**src/rtl/csa_pipe_skid.sv**
```systemverilog
// csa_pipe_skid: pipelined carry-skip adder/subtractor with valid/ready flow control.
//
// The WIDTH-bit carry chain is cut into STAGES equal segments. Stage k adds
// segment k of the operands (a ripple of BLOCK-bit carry-skip blocks) and
// registers the partial sum, the carry into segment k+1 and the operands still
// to be processed. The last stage register drives the outputs directly.
//
// Every stage loads when it is empty or when its contents move on this cycle,
// so bubbles collapse and STAGES results can be buffered under backpressure.
//
// Ports:
//   clk        rising-edge clock
//   rst        synchronous reset, active-high
//   in_valid   operands present
//   in_ready   block accepts operands this cycle
//   a, b       operands (WIDTH bits)
//   cin        carry in, add mode only
//   sub        0: a+b+cin, 1: a-b (a+~b+1, cin ignored)
//   out_valid  result present
//   out_ready  consumer accepts result
//   sum        result (WIDTH bits)
//   cout       carry out of MSB (subtract: 1 = no borrow)
//   ovf        two's-complement overflow
module csa_pipe_skid #(
    parameter int unsigned WIDTH  = 64,
    parameter int unsigned BLOCK  = 4,
    parameter int unsigned STAGES = 4
) (
    input  logic             clk,
    input  logic             rst,
    input  logic             in_valid,
    output logic             in_ready,
    input  logic [WIDTH-1:0] a,
    input  logic [WIDTH-1:0] b,
    input  logic             cin,
    input  logic             sub,
    output logic             out_valid,
    input  logic             out_ready,
    output logic [WIDTH-1:0] sum,
    output logic             cout,
    output logic             ovf
);

    localparam int unsigned SEG  = WIDTH / STAGES;  // bits per pipeline segment
    localparam int unsigned BPS  = SEG / BLOCK;     // skip blocks per segment
    localparam int unsigned MSB  = WIDTH - 1;
    localparam int unsigned LAST = STAGES - 1;

    if (STAGES < 1 || BLOCK < 1 || (WIDTH % BLOCK) != 0 ||
        ((WIDTH / BLOCK) % STAGES) != 0) begin : g_bad_params
        $error("csa_pipe_skid: WIDTH must divide into BLOCKs, and blocks into STAGES");
    end

    // One segment: ripple of carry-skip blocks. A block whose propagate bits are
    // all set forwards its carry-in straight to its carry-out.
    function automatic logic [SEG:0] seg_add(input logic [SEG-1:0] x,
                                             input logic [SEG-1:0] y,
                                             input logic           c_in);
        logic [SEG-1:0]   s;
        logic [BLOCK-1:0] p;
        logic             c_blk;
        logic             c_rip;
        s     = '0;
        p     = '0;
        c_blk = c_in;
        for (int blk = 0; blk < int'(BPS); blk++) begin
            c_rip = c_blk;
            for (int i = 0; i < int'(BLOCK); i++) begin
                p[i]                 = x[blk*BLOCK+i] ^ y[blk*BLOCK+i];
                s[blk*BLOCK+i]       = p[i] ^ c_rip;
                c_rip                = (x[blk*BLOCK+i] & y[blk*BLOCK+i]) | (c_rip & p[i]);
            end
            c_blk = (&p) ? c_blk : c_rip;
        end
        return {c_blk, s};
    endfunction

    // Stage state
    logic [STAGES-1:0] valid_q;
    logic [STAGES-1:0] carry_q;
    logic [WIDTH-1:0]  a_q   [STAGES];
    logic [WIDTH-1:0]  b_q   [STAGES];  // holds b' (already inverted for subtract)
    logic [WIDTH-1:0]  sum_q [STAGES];
    logic              ovf_q;

    // Per-stage sources and segment results
    logic [STAGES-1:0] src_valid;
    logic [STAGES-1:0] src_c;
    logic [STAGES-1:0] seg_c;
    logic [WIDTH-1:0]  src_a   [STAGES];
    logic [WIDTH-1:0]  src_b   [STAGES];
    logic [WIDTH-1:0]  src_sum [STAGES];
    logic [WIDTH-1:0]  sum_d   [STAGES];
    logic [SEG-1:0]    seg_s   [STAGES];

    // stage_ready[k]: stage k loads this cycle. stage_ready[STAGES] is the consumer.
    logic [STAGES:0]   stage_ready;
    logic [WIDTH-1:0]  in_bp;
    logic              in_c0;
    logic              ovf_d;

    assign in_bp = sub ? ~b : b;
    assign in_c0 = sub ? 1'b1 : cin;

    for (genvar k = 0; k < STAGES; k++) begin : g_stage
        if (k == 0) begin : g_src_in
            assign src_valid[k] = in_valid;
            assign src_a[k]     = a;
            assign src_b[k]     = in_bp;
            assign src_c[k]     = in_c0;
            assign src_sum[k]   = '0;
        end else begin : g_src_prev
            assign src_valid[k] = valid_q[k-1];
            assign src_a[k]     = a_q[k-1];
            assign src_b[k]     = b_q[k-1];
            assign src_c[k]     = carry_q[k-1];
            assign src_sum[k]   = sum_q[k-1];
        end

        assign {seg_c[k], seg_s[k]} = seg_add(src_a[k][k*SEG +: SEG],
                                              src_b[k][k*SEG +: SEG],
                                              src_c[k]);

        // Segments above k are still zero in src_sum, so OR-ing inserts segment k.
        assign sum_d[k] = src_sum[k] | (WIDTH'(seg_s[k]) << (k * SEG));
    end

    // Overflow is decided by the segment holding the MSB, i.e. the last stage.
    assign ovf_d = (src_a[LAST][MSB] == src_b[LAST][MSB]) &&
                   (seg_s[LAST][SEG-1] != src_a[LAST][MSB]);

    // Ready chain: a stage loads when empty or when the stage after it loads.
    always_comb begin
        stage_ready[STAGES] = out_ready;
        for (int k = int'(STAGES) - 1; k >= 0; k--) begin
            stage_ready[k] = !valid_q[k] || stage_ready[k+1];
        end
    end

    always_ff @(posedge clk) begin
        if (rst) begin
            valid_q <= '0;
            carry_q <= '0;
            ovf_q   <= 1'b0;
            for (int k = 0; k < int'(STAGES); k++) begin
                a_q[k]   <= '0;
                b_q[k]   <= '0;
                sum_q[k] <= '0;
            end
        end else begin
            for (int k = 0; k < int'(STAGES); k++) begin
                if (stage_ready[k]) begin
                    valid_q[k] <= src_valid[k];
                    // Data only updates on a real load, keeping idle stages quiet.
                    if (src_valid[k]) begin
                        a_q[k]     <= src_a[k];
                        b_q[k]     <= src_b[k];
                        carry_q[k] <= seg_c[k];
                        sum_q[k]   <= sum_d[k];
                    end
                end
            end
            if (stage_ready[LAST] && src_valid[LAST]) begin
                ovf_q <= ovf_d;
            end
        end
    end

    assign in_ready  = stage_ready[0];
    assign out_valid = valid_q[LAST];
    assign sum       = sum_q[LAST];
    assign cout      = carry_q[LAST];
    assign ovf       = ovf_q;

endmodule
```
**config.mk**
```make
export PLATFORM = sky130hd
export DESIGN_NAME = csa_pipe_skid
export DESIGN_NICKNAME = d
export VERILOG_FILES = /design/src/rtl/csa_pipe_skid.sv
export SDC_FILE = /design/constraint.sdc
export NUM_CORES = 1
export LEC_CHECK = 0
export ABC_CLOCK_PERIOD_IN_PS = 17300
export BUFFER_PORTS_ARGS = -buffer_cell sky130_fd_sc_hd__buf_2
export CORE_UTILIZATION = 23
export DETAILED_ROUTE_END_ITERATION = 12
export PLACE_DENSITY = 0.47
export SETUP_SLACK_MARGIN = 0.1
export SLEW_MARGIN = 25
export SYNTH_ARGS = -nofsm -noshare
export SYNTH_HDL_FRONTEND = slang
export SYNTH_SLANG_ARGS = --single-unit
```
**constraint.sdc**
```tcl
create_clock -name clk -period 17.3 [get_ports clk]
set_input_delay 2.595 -clock clk [delete_from_list [all_inputs] [get_ports clk]]
set_output_delay 2.595 -clock clk [all_outputs]
set_load 0.05 [all_outputs]
```
* Word level (Yosys, flattened, before mapping)
Memories as Yosys holds them, arrays and structs flattened.
Index checks and enable logic that the tools add are counted.
** Cells by class
- Eq/ne operators :: 2
- Muxes and demuxes :: 48
- Bitwise logic cells :: 336
- Reductions and logical operators :: 30
** Operators by type and width (count)
- 64-bit 2-to-1 mux :: 13
- 1-bit bitwise AND :: 128
- 1-bit XOR :: 128
- 1-bit bitwise OR :: 76
- 64-bit NOT :: 1
- 64-bit by 32-bit bitwise OR with 64-bit output :: 1
- 64-bit by 48-bit bitwise OR with 64-bit output :: 1
- 64-bit bitwise OR :: 1
- 4-bit AND reduction :: 16
- 1-bit 2-to-1 mux :: 35
- 2-bit AND reduction :: 4
- 1-bit zero test :: 4
- 1-bit logical OR :: 4
- 1-bit logical AND :: 2
- 1-bit == test :: 1
- 1-bit inequality test :: 1
** Word-level totals
- Register bits :: 9
- Bits in writable memories :: 768
- Output and inout port bits :: 68
- Logic and storage cells :: 428
- Memories kept :: 3
** Memories
- a_q :: depth 4, bits a word 64, read ports 3, clocked after memory_dff 0, wr ports 4, RTL line 81 : logic [WIDTH-1:0] a_q [STAGES];
- b_q :: depth 4, bits a word 64, read ports 3, clocked after memory_dff 0, wr ports 4, RTL line 82 : logic [WIDTH-1:0] b_q [STAGES];
- sum_q :: depth 4, bits a word 64, read ports 4, clocked after memory_dff 0, wr ports 4, RTL line 83 : logic [WIDTH-1:0] sum_q [STAGES];

* Longest topological paths before layout
Gate-level depths: netlist (run 1).
- Depth in word-level cells :: 39
- Gate-level depth with buffers :: 31
- Mapped depth without buffers :: 29

* Worst setup path before layout (run 1)
Ideal clock, no wire load.
- Path type :: input port to flip-flop
- From :: input sub
- To :: memory sum_q[0][15], data pin
- Setup time :: 0.255 ns
- Data arrival time :: 10.471 ns
- Required time :: 17.045 ns
- Setup slack :: 6.574 ns
- Cell stages on the path :: 29
- Buffers on the path :: 2
- Path through :: buf_2 -> buf_2 -> xor2_1 -> inv_1 -> fa_1 -> inv_1 -> fa_1 -> inv_1 -> fa_1 -> fa_1 -> mux2i_1 -> inv_1 -> fa_1 -> fa_1 -> fa_1 -> fa_1 -> nand2_1 -> o21ai_1 -> fa_1 -> fa_1 -> fa_1 -> fa_1 -> mux2_2 -> fa_1 -> fa_1 -> fa_1 -> inv_1 -> fa_1 -> and2_1
** RTL lines
- from (decl) :: RTL line 36 : input logic sub,
- to (decl) :: RTL line 83

==> results.toml, run 1 <==
[global_route]
grt_usage_pct = 9.99
grt_overflow = 0
grt_max_degree = 79
grt_pass1_vias = 8998
grt_pass1_wl_um = 53700
grt_antenna_before_repair = 7

[final_layout]
drive_gt1_share_pct = 21.9
syn2layout_area_growth_pct = 21.8
fillers = 7116
fin_area_um2 = 19900
nets = 1562

[clock_tree]
htreeDepth = 2
cts_root_buf = "clkbuf_16"
numCtsBuffers = 43
ctsHoldBuffers = 0
postCtsSetupBuffers = 0
path_clk_slew_ns = 0.06
cts.repair.resized = 0
clk_latency_ns = 0.55
cts_tree = "yes"
clock-sinks = 361
clock_path_buffers = 3

[worst_setup_path]
worst_ep_arrival_time_ns = 11.63
slowest_delay_ns = 0.64
cp_max_fo = 34
setup.worst_path.end_class = "flop"
cp_common_cell = "fa_1"
required_ns = 17.59
critPathKind = "primary input to flop"
start_kind = "primary input"
slowest_stage = "buf_4"

[floorplan]
rows = 97
die_y_um = 269
dieArea_um2 = 72200
chipWidth_um = 269
start_util_pct = 23.3
num_io_pins = 202
coreArea_um2 = 70300

[timing]
finalSetupTns_ns = 0
fin_crit_ns = 11.34
max_freq_mhz = 88.2
rsz0062_at_grt = "no"
worst_pin_slew_ns = 0.970
slew_violations = 0
holdWs_ns = 0.472
setup_violations = 0
hold_viol_final = 0
fin_skew_ns = 0.0194
relSlewSlack_pct = 35.3
final_min_period_over_clock_period_pct = 65.6

[routing]
vias_per_cell = 3.69
route.detailed.drc = 0
wl_per_cell_um = 15.6
wl_um = 35500
wl_met3_um = 1660
wl_met2_um = 17800
ant_nets = 0
routed.top_layer = "met5"
drt_iter0_drc = 314
vias = 8385
drt_pass1_iterations = 4
wl_met1_um = 15200

[placed_design]
dpl_cell_area_um2 = 18500
dpl.hpwl_um = 24300
gp_congestion = 0.752
port_buffers = 201

[synthesis]
yosys_register_bits = 361
avgSynthCellArea_um2 = 15.0
yosys_warnings = 0
synth_area_um2 = 16400
synth_area_leader_cell = "edfxtp_1"
syn-instance-count = 1089
netlist.area_leader.share_pct = 64.6
synth_nets = 1351
synth.distinct_cells = 35
synth_area_leaders = "edfxtp_1, and2_1, fa_1"
ys_seq_area_share_pct = 65.7

[worst_hold_path]
hp-class = "flop to flop"

[power]
p_per_area_nw_per_um2 = 109
peakVddDrop_v = 0.0000615
p_leak_uw = 0.00821
finalPower_uw = 2160

[outcome]
status = "complete, no violations"

[job]
drv_cap = 0
## metal layers
layer / global-route usage, % / up-vias
met3: 2.36 / 58
met4: 3.26 / 4
met1: 12.0 / 4105
li1: - / 4076
met2: 17.5 / 142
met5: 0 / -
## cells in the mapped netlist
master and count:
buf_2 31, xor2_1 17, edfxtp_1 352, and4_1 1, ha_1 64, nand2b_1 1
clkbuf_1 13, o21ai_1 3, nor2_2 2, o31ai_1 1, nand3_1 1, a22o_1 1
nand3_2 1, inv_1 58, a21oi_1 6, mux2i_1 6, nor2_4 1, o32ai_1 1
nand2_1 15, xnor2_1 48, and4b_1 1, buf_6 1, and3_1 1, nor3_1 6
inv_2 1, mux2_2 4, nand2b_4 1, o21ai_2 1, fa_1 64, nor2_1 73
nand4_1 16, o21ai_0 2, and2_1 284, dfxtp_1 9, a21o_1 2
## worst max-delay path: cells and delay by family
| kind | cells | cell delay [ns] |
|---|---|---|
| fa+ha+maj | 16 | 6.37 |
| buf+inv | 7 | 1.48 |
| mux | 2 | 0.52 |
| xor+xnor | 1 | 0.28 |
| simple gates | 2 | 0.20 |
| compound gates | 1 | 0.11 |
## sequential cells by signal, indices dropped and copies added, names as in the netlist
name / flops
a_q: 96
b_q: 96
carry_q: 4
ovf: 1
sum_q: 160
valid_q: 4
## through the flow
stage          setup WS, ns  instances  util [%]
6_report               5.96       2274      28.4
5_1_grt                5.53       2273      28.4
4_1_cts                5.92       2272      28.4
3_5_place_dp           5.32       2195      26.3
3_3_place_gp           5.51       2195      26.3
2_1_floorplan          6.57       1089         -
## cells in the final DEF, fill, tap and decap left out, drive strengths merged, types with 2 or more instances in the layout
| cell type | Yosys | routed |
|---|---|---|
| edfxtp | 352 | 352 |
| and2 | 284 | 284 |
| buf | 32 | 211 |
| nor2 | 76 | 76 |
| fa | 64 | 64 |
| ha | 64 | 64 |
| inv | 59 | 61 |
| xnor2 | 48 | 48 |
| clkbuf | 13 | 48 |
| xor2 | 17 | 17 |
| nand4 | 16 | 16 |
| nand2 | 15 | 15 |
| clkinv | 0 | 14 |
| dfxtp | 9 | 9 |
| bufinv | 0 | 9 |
| mux2i | 6 | 6 |
| a21oi | 6 | 6 |
| nor3 | 6 | 6 |
| o21ai | 6 | 6 |
| mux2 | 4 | 4 |
| clkinvlp | 0 | 4 |
| diode | 0 | 2 |
| a21o | 2 | 2 |
| nand2b | 2 | 2 |
| nand3 | 2 | 2 |
## final cells by class
type | count | area [µm²] | share of cell area [%]
Antenna cell | 2 | 5.00 | 0.0251
Clock buffer | 48 | 1090 | 5.49
Tap cell | 940 | 1180 | 5.90
Clock inverter | 29 | 383 | 1.92
Timing Repair Buffer | 211 | 1080 | 5.43
Inverter | 59 | 223 | 1.12
Sequential cell | 361 | 10800 | 53.9
Multi-Input combinational cell | 624 | 5220 | 26.2
## kinds of logic after synthesis
family / count (synthesis) / synth area share [%]
AND/OR/NAND/NOR: 404 / 14.2
flip-flops: 361 / 65.7
adder cells (fa/ha/maj): 128 / 12.7
buffers and inverters: 104 / 2.67
XOR/XNOR: 65 / 3.48
AO/OA/AOI/OAI: 17 / 0.634
multiplexers: 10 / 0.642
## worst paths after layout
check | startpoint | to | slack (ns) | cells after the start
max | sub | sum_q[0][15] | 5.96 | 29
min | ovf | ovf | 0.47 | 2
max reg2reg | b_q[0][176] | ovf | 9.31 | 26
min reg2reg | ovf | ovf | 0.47 | 2
## power by group
part / switching [µW] / leakage [µW] / internal, µW
clock network: 363 / 0.000712 / 590
registers: 20.7 / 0.00388 / 1020
logic: 112 / 0.00362 / 59.8
No activity file was read; power rests on OpenSTA's default activity.
==> run 2, diff against run 1 <==
Settings changed: ABC_AREA set to 1, ABC_CLOCK_PERIOD_IN_PS 17300 to 10500, PLACE_DENSITY 0.47 to 0.46.
Clock period 17.3 ns to 10.5 ns, I/O delays scaled along.
==> run 2 against run 1 <==
  * Count of clock-buffer cells in the layout is 6 higher
  * Register-to-register slack worse by 6.9 ns
  * Via count is 14% higher
  * Highest routed layer is now met4
==> results.toml, run 2 <==
[outcome]
status = "complete, no violations"

[synthesis]
synth.distinct_cells = 22
synth-compound-area-share_pct = 0.430
avgSynthCellArea_um2 = 11.8
synth_simple_gate_area_share_pct = 11.0
ys_seq_area_share_pct = 63.7
synth_area_um2 = 16900
netlist.area_leader.share_pct = 62.6
yosys_warnings = 0
synthTopCellsByCount = "nor2_1, edfxtp_1, inv_1"
synthMuxAreaShare_pct = 0
async_reset_ff_share_pct = 0
synth_area_leader_cell = "edfxtp_1"
yosysMostFrequentCell = "nor2_1"
syn-instance-count = 1429
synth-edff-count = 352
synth_top_family_by_area = "adder cells"
synth-xor-area-share_pct = 3.32
synthAdderAreaFrac_pct = 12.3
synth_ff_type = "edfxtp_1"
yosys_register_bits = 361
synth_nets = 1691
synth_area_leaders = "edfxtp_1, nor2_1, inv_1"

[job]
drv_cap = 0

[floorplan]
num_io_pins = 202
chipWidth_um = 273
coreArea_um2 = 72100
start_util_pct = 23.4
die_y_um = 273
rows = 98
dieArea_um2 = 74500

[clock_tree]
clk_latency_ns = 0.56
cts.repair.resized = 0
clock_path_buffers = 3
cts_root_buf = "clkbuf_16"
cts_tree = "yes"
htreeDepth = 2
clock-sinks = 361
numCtsBuffers = 44
postCtsSetupBuffers = 0
path_clk_slew_ns = 0.06
ctsHoldBuffers = 0

[worst_setup_path]
cp_common_cell = "fa_1"
critPathKind = "primary input to flop"
cp_max_fo = 6
required_ns = 10.79
start_kind = "primary input"
slowest_delay_ns = 0.43
setup.worst_path.end_class = "flop"
worst_ep_arrival_time_ns = 9.67
slowest_stage = "fa_1"

[routing]
wl_um = 36000
wl_per_cell_um = 13.7
ant_nets = 0
route.detailed.drc = 0
vias_per_cell = 3.65
vias = 9578
drt_iter0_drc = 464
drt_pass1_iterations = 4

[global_route]
grt_max_degree = 73
grt_usage_pct = 9.87
grt_antenna_before_repair = 0
grt_overflow = 0
grt_pass1_vias = 10300
grt_pass1_wl_um = 56700

[power]
internal-power_uw = 2790
power_frac_clock_pct = 44.0
peakVddDrop_v = 0.000111
finalPower_uw = 3640
power_switching_share_pct = 23.4
p_leak_uw = 0.00890
p_per_area_nw_per_um2 = 178
comb_power_share_pct = 8.9
switchingPower_uw = 852
p_seq_share_pct = 47.1

[timing]
setup_slack_ns = 1.12
finalSetupTns_ns = 0
worst_pin_slew_ns = 0.934
fin_crit_ns = 9.38
max_freq_mhz = 107
hold_viol_final = 0
slew_violations = 0
setup_violations = 0
relSlewSlack_pct = 37.7
final_min_period_over_clock_period_pct = 89.3
rsz0062_at_grt = "no"
fin_skew_ns = 0.0174

[final_layout]
final_cell_mix = "nor2_1, edfxtp_1, inv_1"
syn2layout_area_growth_pct = 21.2
final_common_cell = "nor2_1"
drive_gt1_share_pct = 17.2
regMostFlops = "sum_q"
largest_reg_flops = 160
largestRegisters = "sum_q x160, a_q x96, b_q x96"
nets = 1901

[placed_design]
gp_congestion = 0.733
pre_cts_ws_ns = 0.492
port_buffers = 201
dpl.hpwl_um = 23900

[worst_hold_path]
hp-class = "flop to flop"
run 2: power groups by stage:
| stage | registers, µW | logic, µW | clock network (µW) |
|---|---|---|---|
| 6_report | 1720 | 324 | 1600 |
| 5_1_grt | 1730 | 376 | 1720 |
| 4_1_cts | 1720 | 336 | 1670 |
| 3_5_place_dp | 1750 | 334 | 0 |
| 3_3_place_gp | 1750 | 332 | 0 |
| 2_1_floorplan | 1780 | 185 | 0 |
run 2: critical path, delay by kind of cell:
kind	cells	cell delay (ns)
buffers and inverters	7	0.51
adders and majority gates	16	6.28
and+or+nand+nor	6	0.98
AOI/OAI and AO/OA	2	0.31
run 2: layout make-up:
class                      instances  area [µm²]
fill                            7575       51600
sequential                       361       10800
multi-input combinational        678        4640
inverter                         345        1290
tap                              950        1190
clock buffer                      54        1160
timing repair buffer             209        1070
clock inverter                    26         358
antenna                            1        2.50
run 2: metal layers:
layer / part of all wire, % / up-vias / track usage (%)
met5: 0 / - / 0
met4: 2.1 / 0 / 3.43
met3: 3.7 / 49 / 1.72
met2: 49 / 144 / 16.8
met1: 45 / 4610 / 12.5
li1: - / 4775 / -
run 2: worst paths after layout:
path / slack, ns / to / startpoint / cells past startpoint
setup reg to reg: 2.45 / ovf / b_q[0][176] / 28
hold reg to reg: 0.52 / carry_q[2] / carry_q[2] / 2
hold / removal: 0.52 / carry_q[2] / carry_q[2] / 2
setup / recovery: 1.12 / sum_q[0][15] / sub / 31
run 2: cell families (layout without fill, tap and decap cells):
family                   Yosys count  in the layout
AO/OA/AOI/OAI                     14             14
XOR/XNOR                          64             64
adder cells (fa/ha/maj)          128            128
buffers and inverters            390            634
flip-flops                       361            361
other                              0              1
AND/OR/NAND/NOR                  472            472
run 2: through the flow:
step	util, %	area, µm²	hold slack, ns	std cells
after detailed placement	26.3	18900	0.517	2543
after floorplan	-	16900	0.461	1429
after global routing	28.4	20500	0.530	2623
after CTS	28.4	20500	0.524	2623
after global placement	26.3	18900	0.506	2543
final	28.4	20500	0.522	2624
==> run 3, diff against run 2 <==
Settings changed: ABC_AREA 1 to unset, PLACE_DENSITY 0.46 to 0.47.
==> run 3 against run 2 <==
  * Sequential cell count unchanged
  * Sequential share of layout area rose by 1.3 points
  * Combinational power down 12%
  * Worst hold slack got worse by 0.067 ns
  * Global-route usage grew 0.17 points
  * Core utilization about the same
  * Fmax grew 2.1%
  * Via count shrank 12%
  * Cell count is 13% lower
  * Clock power shrank 4%
  * First-iteration DRC count fell by 15%
  * Clock skew rose by 0.0016 ns
==> results.toml, run 3 (synthesis results as in run 1) <==
[outcome]
status = "complete, no violations"

[clock_tree]
clock-sinks = 361
postCtsSetupBuffers = 0
htreeDepth = 2
clock_path_buffers = 3
ctsHoldBuffers = 0
path_clk_slew_ns = 0.06
cts_tree = "yes"
cts_root_buf = "clkbuf_16"
clk_latency_ns = 0.55
numCtsBuffers = 43
cts.repair.resized = 0

[timing]
final_min_period_over_clock_period_pct = 87.5
worst_pin_slew_ns = 0.957
fin_skew_ns = 0.0190
setup_violations = 0
fin_crit_ns = 9.19
hold_viol_final = 0
relSlewSlack_pct = 36.2
finalSetupTns_ns = 0
max_freq_mhz = 109
slew_violations = 0
rsz0062_at_grt = "no"

[final_layout]
utilization_pct = 28.4
final_cell_mix = "edfxtp_1, and2_1, buf_2"
instances_no_fill = 2276
nets = 1564
largestRegisters = "sum_q x160, a_q x96, b_q x96"
fin_area_um2 = 20000
regMostFlops = "sum_q"
largest_reg_flops = 160
final_common_cell = "edfxtp_1"
drive_gt1_share_pct = 21.9
syn2layout_area_growth_pct = 21.9

[routing]
route.detailed.drc = 0
drt_pass1_iterations = 4
vias_per_cell = 3.71
wl_um = 35600
drt_iter0_drc = 396
vias = 8448
ant_nets = 0
wl_per_cell_um = 15.6

[worst_setup_path]
slowest_delay_ns = 0.44
endpoint = "sum_q[0][15]"
rr_endpoint = "ovf"
critPathKind = "primary input to flop"
cp_common_cell = "fa_1"
setup.worst_path.end_class = "flop"
crit_start = "sub"
r2r_slack_ns = 2.53
cp_max_fo = 5
r2r_start = "carry_q[2]"
r2r_cells = 26
worst_ep_arrival_time_ns = 9.49
slowest_stage = "fa_1"
start_kind = "primary input"
required_ns = 10.80

[floorplan]
num_io_pins = 202
start_util_pct = 23.3
rows = 97
dieArea_um2 = 72200
die_y_um = 269
coreArea_um2 = 70300
chipWidth_um = 269

[placed_design]
dpl.hpwl_um = 24400
gp_congestion = 0.751
placedCellCount = 2196
port_buffers = 201
dpl_cell_area_um2 = 18500

[worst_hold_path]
hp-class = "flop to flop"

[global_route]
grt_max_degree = 79
grt_pass1_vias = 9175
grt_pass1_wl_um = 53700
grt_antenna_before_repair = 3
grt_usage_pct = 10.0
grt_overflow = 0

[job]
drv_cap = 0

[power]
peakVddDrop_v = 0.000121
p_leak_uw = 0.00823
p_per_area_nw_per_um2 = 177
-- run 3: changes by cell type in the layout (fill, tap and decap cells not counted), sizes merged, moves of 4 or more --
| cell | change |
|---|---|
| xnor2 | -14 |
| mux2i | +6 |
| xor2 | +15 |
| nand3 | -19 |
| or2 | -5 |
| inv | -287 |
| nor2 | -304 |
| buf | +4 |
| mux2 | +4 |
| nor3 | +6 |
| nand2 | -44 |
| nand4 | +15 |
| and2 | +278 |
-- run 3: layout make-up --
type	count	area (µm²)
antenna	1	2.50
clock buffer	51	1150
clock inverter	27	319
fill	7126	50300
inverter	59	223
multi-input combinational	624	5220
sequential	361	10800
tap	940	1180
timing repair buffer	213	1120
-- run 3: critical path, delay by kind of cell --
family	cells	cell delay (ns)
buffers and inverters	6	0.54
xor gates and xnor gates	1	0.20
muxes	2	0.52
and+or+nand+nor	2	0.20
AOI/OAI and AO/OA	1	0.10
adders and majority gates	16	6.34
-- run 3: where the power goes --
| group | internal, µW | total (µW) | leakage, µW | switching (µW) |
|---|---|---|---|---|
| Sequential | 1680 | 1710 | 0.00388 | 33.4 |
| Combinational | 99.4 | 284 | 0.00364 | 184 |
| Clock | 954 | 1540 | 0.000710 | 589 |
-- run 3: worst min path at each step --
| stage | slack, ns | to | depth (start not counted) | from |
|---|---|---|---|---|
| floorplan | 0.47 | valid_q[3] | 2 | valid_q[2] |
| global placement | 0.44 | ovf | 2 | ovf |
| detailed placement | 0.45 | ovf | 2 | ovf |
| CTS | 0.46 | ovf | 2 | ovf |
| global route | 0.48 | ovf | 2 | ovf |
| finish | 0.46 | ovf | 2 | ovf |
-- run 3: layer usage --
metal	GRT usage, %	routed length (µm)
met5	0	27
met3	2.61	1810
met1	12.1	15300
met4	3.06	772
met2	17.4	17700
-- run 3: through the flow --
stage	total power, µW	hold slack (ns)	setup slack [ns]
final	3540	0.455	1.31
after global routing	3700	0.479	0.918
after CTS	3610	0.461	1.31
after detailed placement	2040	0.448	0.713
after global placement	2030	0.441	0.824
after floorplan	1920	0.468	0.794
